<file path="config.mk">
export PLATFORM = sky130hd
export DESIGN_NAME = fifo_reader
export DESIGN_NICKNAME = d
export VERILOG_FILES = /design/src/rtl/fifo_reader.sv
export SDC_FILE = /design/constraint.sdc
export NUM_CORES = 1
export LEC_CHECK = 0
export CAP_MARGIN = 5
export CORE_ASPECT_RATIO = 0.5
export CORE_UTILIZATION = 45
export CTS_CLUSTER_SIZE = 24
export DETAILED_ROUTE_END_ITERATION = 12
export GPL_TIMING_DRIVEN = 0
export HOLD_SLACK_MARGIN = 0.08
export PLACE_DENSITY = 0.78
export SLEW_MARGIN = 20
export SYNTH_ARGS = -nofsm -noshare
export SYNTH_HDL_FRONTEND = slang
export SYNTH_SLANG_ARGS = --single-unit
</file>
<file path="constraint.sdc">
create_clock -name clk -period 2.6 [get_ports clk]
set_input_delay 0.52 -clock clk [delete_from_list [all_inputs] [get_ports clk]]
set_output_delay 0.52 -clock clk [all_outputs]
set_load 0.005 [all_outputs]
</file>
<file path="src/rtl/fifo_reader.sv">
// ----------------------------------------------------------------------------
// fifo_reader
//
// Drains words from a synchronous FIFO into a 2-entry output queue with a
// valid/ready downstream interface. The FIFO empty flag is registered inside
// the FIFO and lags its true occupancy by one cycle. For that reason the
// reader only pops back-to-back while the FIFO reports plenty of data. Once
// the low-occupancy flag rises, it pops at most every other cycle, so the
// empty flag can catch up between pops.
//
// State table
//   state      | meaning
//   -----------+------------------------------------------------------------
//   IDLE       | no pops; waits for enable with a non-empty FIFO
//   BURST      | FIFO well stocked; pops every cycle while space allows
//   PACED_RD   | FIFO nearly empty; may issue one pop
//   PACED_GAP  | forced one-cycle pause after a paced pop (flag lag cover)
//
// Ports
//   clk                in   clock, rising-edge
//   reset              in   synchronous, active-low
//   enable             in   high allows new pops
//   fifo_empty         in   FIFO empty flag (one cycle stale)
//   fifo_almost_empty  in   FIFO low-occupancy flag
//   fifo_data          in   FIFO read data, valid the cycle after fifo_rd
//   fifo_rd            out  pop request (combinational)
//   out_data           out  head word of the output queue
//   out_valid          out  out_data holds a word
//   out_ready          in   downstream accepts out_data this cycle
//   word_count         out  downstream transfers, modulo 2^CNT_WIDTH
//   state              out  FSM state encoding (see table)
// ----------------------------------------------------------------------------
module fifo_reader #(
    parameter int DATA_WIDTH = 6,
    parameter int CNT_WIDTH  = 8
) (
    input  logic                  clk,
    input  logic                  reset,
    input  logic                  enable,
    input  logic                  fifo_empty,
    input  logic                  fifo_almost_empty,
    input  logic [DATA_WIDTH-1:0] fifo_data,
    output logic                  fifo_rd,
    output logic [DATA_WIDTH-1:0] out_data,
    output logic                  out_valid,
    input  logic                  out_ready,
    output logic [CNT_WIDTH-1:0]  word_count,
    output logic [1:0]            state
);

    typedef enum logic [1:0] {
        IDLE      = 2'd0,
        BURST     = 2'd1,
        PACED_RD  = 2'd2,
        PACED_GAP = 2'd3
    } state_t;

    localparam logic [CNT_WIDTH-1:0] CNT_ONE = 1;

    state_t                state_q;
    state_t                state_d;
    logic                  inflight;
    logic [1:0]            buf_cnt;
    logic [DATA_WIDTH-1:0] buf_mem [2];
    logic                  xfer;
    logic [2:0]            slots;
    logic                  rd_state;

    // ------------------------------------------------------------------
    // Output queue view: entry 0 is always the head.
    // ------------------------------------------------------------------
    assign out_valid = (buf_cnt != 2'd0);
    assign out_data  = buf_mem[0];
    assign xfer      = out_valid & out_ready;
    assign state     = state_q;

    // Queue space still committed after this edge: words held, plus the
    // word returning from an earlier pop, minus the word leaving now.
    // A new pop is allowed only if it still fits in the queue.
    assign slots    = {1'b0, buf_cnt} + {2'b00, inflight} - {2'b00, xfer};
    assign rd_state = (state_q == BURST) || (state_q == PACED_RD);

    // fifo_rd is gated by reset so nothing is popped while the block is
    // held in reset. Otherwise that word would be lost.
    assign fifo_rd = reset & enable & ~fifo_empty & rd_state & (slots < 3'd2);

    // ------------------------------------------------------------------
    // Next-state logic
    // ------------------------------------------------------------------
    always_comb begin
        state_d = state_q;
        case (state_q)
            IDLE: begin
                if (enable && !fifo_empty) begin
                    state_d = fifo_almost_empty ? PACED_RD : BURST;
                end
            end
            BURST: begin
                if (!enable || fifo_empty) begin
                    state_d = IDLE;
                end else if (fifo_almost_empty) begin
                    state_d = PACED_RD;
                end
            end
            PACED_RD: begin
                if (!enable || fifo_empty) begin
                    state_d = IDLE;
                end else if (fifo_rd) begin
                    state_d = PACED_GAP;
                end else if (!fifo_almost_empty) begin
                    state_d = BURST;
                end
            end
            PACED_GAP: begin
                state_d = PACED_RD;
            end
            default: begin
                state_d = IDLE;
            end
        endcase
    end

    // ------------------------------------------------------------------
    // State, in-flight tracking, output queue and transfer counter
    // ------------------------------------------------------------------
    always_ff @(posedge clk) begin
        if (!reset) begin
            state_q    <= IDLE;
            inflight   <= 1'b0;
            buf_cnt    <= 2'd0;
            buf_mem[0] <= '0;
            buf_mem[1] <= '0;
            word_count <= '0;
        end else begin
            state_q  <= state_d;
            inflight <= fifo_rd;

            if (xfer) begin
                word_count <= word_count + CNT_ONE;
            end

            // When inflight is set, fifo_data carries the word popped last
            // cycle. A write with no transfer can only see buf_cnt of 0 or 1,
            // because the pop was gated on queue space.
            case ({inflight, xfer})
                2'b10: begin
                    buf_mem[buf_cnt[0]] <= fifo_data;
                    buf_cnt             <= buf_cnt + 2'd1;
                end
                2'b01: begin
                    buf_mem[0] <= buf_mem[1];
                    buf_cnt    <= buf_cnt - 2'd1;
                end
                2'b11: begin
                    // The head leaves and a new word arrives, so the count
                    // holds. The new word goes behind any remaining entry.
                    if (buf_cnt == 2'd1) begin
                        buf_mem[0] <= fifo_data;
                    end else begin
                        buf_mem[0] <= buf_mem[1];
                        buf_mem[1] <= fifo_data;
                    end
                end
                default: begin
                end
            endcase
        end
    end

endmodule

</file>
# After elaboration in Yosys (flattened, before gate mapping)
# Memories as Yosys holds them, arrays and structs flattened.
# Index checks and enable logic that the tools add are counted.
classes:
  n_addsub: 5
  magnitude_cmp: 1
  n_eq_ne: 10
  n_mux: 31
  bitwise: 10
  reduce_logical: 10
ops:
  columns: ["operator", "n"]
  rows:
  - ["6-bit two-way mux", 5]
  - ["1-bit two-way mux", 17]
  - ["2-bit two-way mux", 7]
  - ["8-bit by 1-bit adder with 8-bit output, second input constant", 1]
  - ["2-bit equality test, second input constant", 4]
  - ["2-bit one-hot mux with 4 select lines", 1]
  - ["2-bit by 1-bit equality test with 1-bit output, second input constant", 3]
  - ["6-bit OR reduction", 1]
  - ["1-bit AND", 5]
  - ["4-bit by 3-bit != test with 1-bit output, second input constant", 1]
  - ["1-bit OR", 4]
  - ["2-bit one-hot mux with 2 select lines", 1]
  - ["2-bit nonzero test", 2]
  - ["2-bit by 1-bit adder with 3-bit output", 1]
  - ["3-bit by 2-bit < comparator with 1-bit output, second input constant", 1]
  - ["3-bit by 2-bit != test with 1-bit output, second input constant", 1]
  - ["3-bit AND reduction", 1]
  - ["3-bit by 1-bit subtractor with 3-bit output", 1]
  - ["2-bit by 1-bit adder with 2-bit output, second input constant", 1]
  - ["1-bit zero test", 2]
  - ["2-bit zero test", 1]
  - ["1-bit logical OR", 2]
  - ["2-bit != test, second input constant", 1]
  - ["2-bit by 1-bit subtractor with 2-bit output, second input constant", 1]
  - ["other kinds (2)", 2]
totals:
  register_bits: 13
  ramBits: 12
  input_bits: 12
  output_inout_bits: 18
  mem_count: 1
mem_list:
  columns: ["memory", "words", "word_bits", "read_ports", "rd_ports_with_merged_regs", "write_ports", "line_no", "rtl"]
  rows:
  - ["buf_mem", 2, 6, 2, 0, 2, "64", "logic [DATA_WIDTH-1:0] buf_mem [2];"]

# Depth between registers and ports, before layout
logic_depth:
  depth_word: 10
  ltp_mapped: 10
  depth_no_buf: 10

# Least setup slack after synthesis
# No wires, ideal clock.
synth_timing:
  kind: "register -> output"
  from: "reg buf_cnt[0]"
  to: "out fifo_rd"
  t_arrival_ns: 1.938
  required_time_ns: 2.080
  setup_slack_ns: 0.142
  stages_incl_launch_ff: 10
  cell_sequence: "dfxtp_1 -> inv_1 -> ha_1 -> nand2b_1 -> clkbuf_1 -> nor2_1 -> fa_1 -> nand3_1 -> nor2_1 -> and2_1"
synth_via:
  elab_chain_len: 5
  elab_cells_between_ends: 6
synth_lines:
  columns: ["item", "line_no", "rtl"]
  rows:
  - ["from (decl)", "63", "logic [1:0] buf_cnt;"]
  - ["from (signal assigned)", "148", "buf_cnt <= buf_cnt + 2'd1;"]
  - ["from (signal assigned)", "152", "buf_cnt <= buf_cnt - 2'd1;"]
  - ["branches (longest 2 deep; another with 2-bit by 1-bit adder with 3-bit output)", null, null]
  - ["3-bit by 1-bit subtractor with 3-bit output *", "80", "assign slots = {1'b0, buf_cnt} + {2'b00, inflight} - {2'b00, xfer};"]
  - ["3-bit by 2-bit < comparator with 1-bit output *", "85", "assign fifo_rd = reset & enable & ~fifo_empty & rd_state & (slots < 3'd2);"]
  - ["1-bit AND *", "85", null]
  - ["to (decl)", "43", "output logic fifo_rd,"]
# Every way passes the cells marked *.

# Worst setup path after layout
# Same ends and word-level chain as after synthesis.

==> metrics.txt <==
outcome=finished with violations; failing checks=negative setup slack; first-pass GRT wire length=4.28 mm; initial core utilization=about half; total grt overflow=0; CTS H-tree depth=1; data required time of the worst path=roughly 2.1 ns; Slowest cell on crit path=fa_1; Avg Cell Area, Syn=about 11 um2; Final ANT Viol Nets=0; final setup fails=1; WL final=2.83 mm; worst vdd ir=between 400 and 500 uV; f_max=364 MHz; Clk Latency, worst-skew pair=0.27 ns; vias in the first global route=945; Nets=195; die height=41.1 um; CTS root buf=clkbuf_8; pre-CTS setup slack=-0.785 ns; LEAKAGE=0.756 nW; worst-margin pin slew=0.782 ns; First-pass DRT Iterations=4; count of input and output buffers=29; CP Data Arrival Time=2.22 ns; worst-path fanout max=3; TritonCTS clock tree=built; CP top delay family=adder cells; min-delay worst type=register to register; slack of the critical path=-0.144 ns; GP Congestion=0.736; Setup CP Type=register to output port; clock skew=0.00208 ns; dpl hpwl=roughly 1.9 mm; Slew HR=47.3%; CTS sink cnt=25; CTS buffer count=3; max-cap viol count=0; Worst setup EP type=output port; clock-pin slew on the worst setup and hold paths=around 0.09 ns; RSZ-0062 raised after global routing=yes; P per Cell Area=around 800 nW/um2; I/O pin count=30; Yosys cell types=36; Tcrit/Tclk final=106%; Cell Area, Synth=1380 um2; Seq cells post-synth=25; critical path startpoint category=register; post-placement cell count=196; syn_nets=between 150 and 200; drt wl/cell=13.5 um; gr usage total=18.3%; ordered cell list for the critical path=inv_4, ha_4, nor2b_4, xnor2_2, nand2_2, fa_1, nand3_2, nor2_2, and2_1, buf_2; Longest Clk Path Bufs=2; CORE AREA=approximately 2700 um2; Pins Over Slew Limit=0; share of cells above drive strength 1=22.0%; Vias=1070; Final min period=2.74 ns; die area=3300 um2; row count=13; Worst Path Buf+Inv=2; sequential-to-total area share from yosys stat=45.0%; initial antenna violation count=0; total of warnings raised by yosys=0; Post-Layout Cell Count=210; initial DRC count=110; diode count=0; hold-fix buffers at CTS=0; Die W=80.3 um; DRC Markers=0; Filler Cell Count=215; final hold vios=0; worst stage delay on the critical path=0.51 ns; routed vias/inst=5.10; Cells after Synth=130; Syn-to-layout area delta=36.4%; largest net degree at the start of global routing=14
per-stage QoR:
step | setup TNS [ns] | hold slack [ns] | area [um2] | util, % | total power, mW
6_report | -0.144 | 0.516 | 1880 | 68.4 | 1.50
5_1_grt | -0.319 | 0.540 | 1880 | 68.4 | 1.61
4_1_cts | -0.145 | 0.506 | 1850 | 67.3 | 1.45
3_5_place_dp | -1.37 | 0.493 | 1720 | 62.4 | 1.10
3_3_place_gp | -1.40 | 0.482 | 1720 | 62.4 | 1.08
2_1_floorplan | 0 | 0.481 | 1380 | - | 0.891
state kept, by name, indices dropped and copies added (netlist names):
name        flops
word_count      8
inflight        1
buf_cnt         2
buf_mem        12
state           2
layout by cell type (no fill, tap or decap), types with 2 or more instances in the layout:
cell and n:
a21oi_1 3, a31oi_1 2, and2_1 8, and3_1 7, buf_2 2, buf_4 11, clkbuf_1 3, clkbuf_8 3
clkdlybuf4s50_1 27, dfxtp_1 11, edfxtp_1 12, ha_1 7, inv_1 5, mux2_4 7, nand2_1 8, nand3_1 2
nand4_1 3, nor2_1 8, nor2b_1 2, nor3_1 3, o211ai_1 2, o21ai_0 2, or3_1 2, xnor2_1 4
xor2_1 3
power breakdown:
part	internal [mW]	leakage, nW	switching (mW)
registers	0.490	0.231	0.0448
clock network	0.110	0.0228	0.122
logic	0.404	0.503	0.332
per-layer routing:
| layer | track usage (%) | up-vias | share of wire (%) |
|---|---|---|---|
| li1 | - | 533 | - |
| met1 | 21.0 | 495 | 43 |
| met2 | 35.0 | 36 | 49 |
| met3 | 4.67 | 6 | 6.1 |
| met4 | 6.70 | 0 | 1.8 |
| met5 | 0 | - | 0 |
repair_timing:
action | 4_1_cts | 5_1_grt
setup buffers | 8 | 3
setup endpoints to repair | 3 | 3
resized for setup | 18 | 1
pin swaps | 5 | 5
worst register-to-register path: stages (launching register included):
cell and delay [ns]:
dfxtp_2 0.37, inv_4 0.04, ha_4 0.16, nor2b_4 0.15, xnor2_2 0.15, nand2_2 0.10, fa_1 0.52, nand3_2 0.10
buf_4 0.16, o2111a_1 0.25, or2_0 0.25, o31ai_1 0.22
final cells by class:
| type | count | area [um2] | area share [%] |
|---|---|---|---|
| Buffer | 5 | 27.5 | 1.46 |
| Inverter | 7 | 28.8 | 1.53 |
| Timing Repair Buffer | 40 | 367 | 19.5 |
| Clock buffer | 4 | 45.0 | 2.40 |
| Multi-Input combinational cell | 92 | 741 | 39.4 |
| Sequential cell | 25 | 626 | 33.3 |
| Tap cell | 37 | 46.3 | 2.46 |
cells in the mapped netlist, drive strengths merged:
cell     number  area (um2)
xnor2         5        43.8
o2111a        1        11.3
fa            1        20.0
xor2          4        35.0
mux2          8         116
inv           7        26.3
nand2b        2        12.5
nand4         3        18.8
ha            8         100
a21oi         3        15.0
nor2          9        33.8
o31ai         1        7.51
and2          8        50.1
and3          8        55.1
clkbuf        3        11.3
nor3b         1        7.51
o21ai         2        10.0
a31oi         2        12.5
dfxtp        13         260
or2           1        6.26
o211ai        2        15.0
a211o         1        8.76
nand2         9        33.8
a211oi        1        7.51
nor2b         3        26.3
nand4bb       1        11.3
nand3         3        15.0
buf           3        20.0
edfxtp       12         360
nor3          3        15.0
or3           2        12.5
logic make-up after synthesis:
logic type      count (synthesis)  share of synthesized area, %
compound gates                 13                          6.35
fa+ha+maj                       9                          8.71
buf+inv                        13                          4.17
xor+xnor                        9                          5.72
mux                             8                          8.44
simple gates                   53                          21.6
flops                          25                          45.0
final timing paths:
kind,startpoint,end,slack [ns],cells past startpoint
worst max-delay path,buf_cnt[0],fifo_rd,-0.14,10
worst min-delay path,word_count[1],word_count[1],0.52,2
worst max register to register,buf_cnt[0],state[1],0.06,11
worst min register to register,word_count[1],word_count[1],0.52,2
Power figures use the tool's default switching activity.
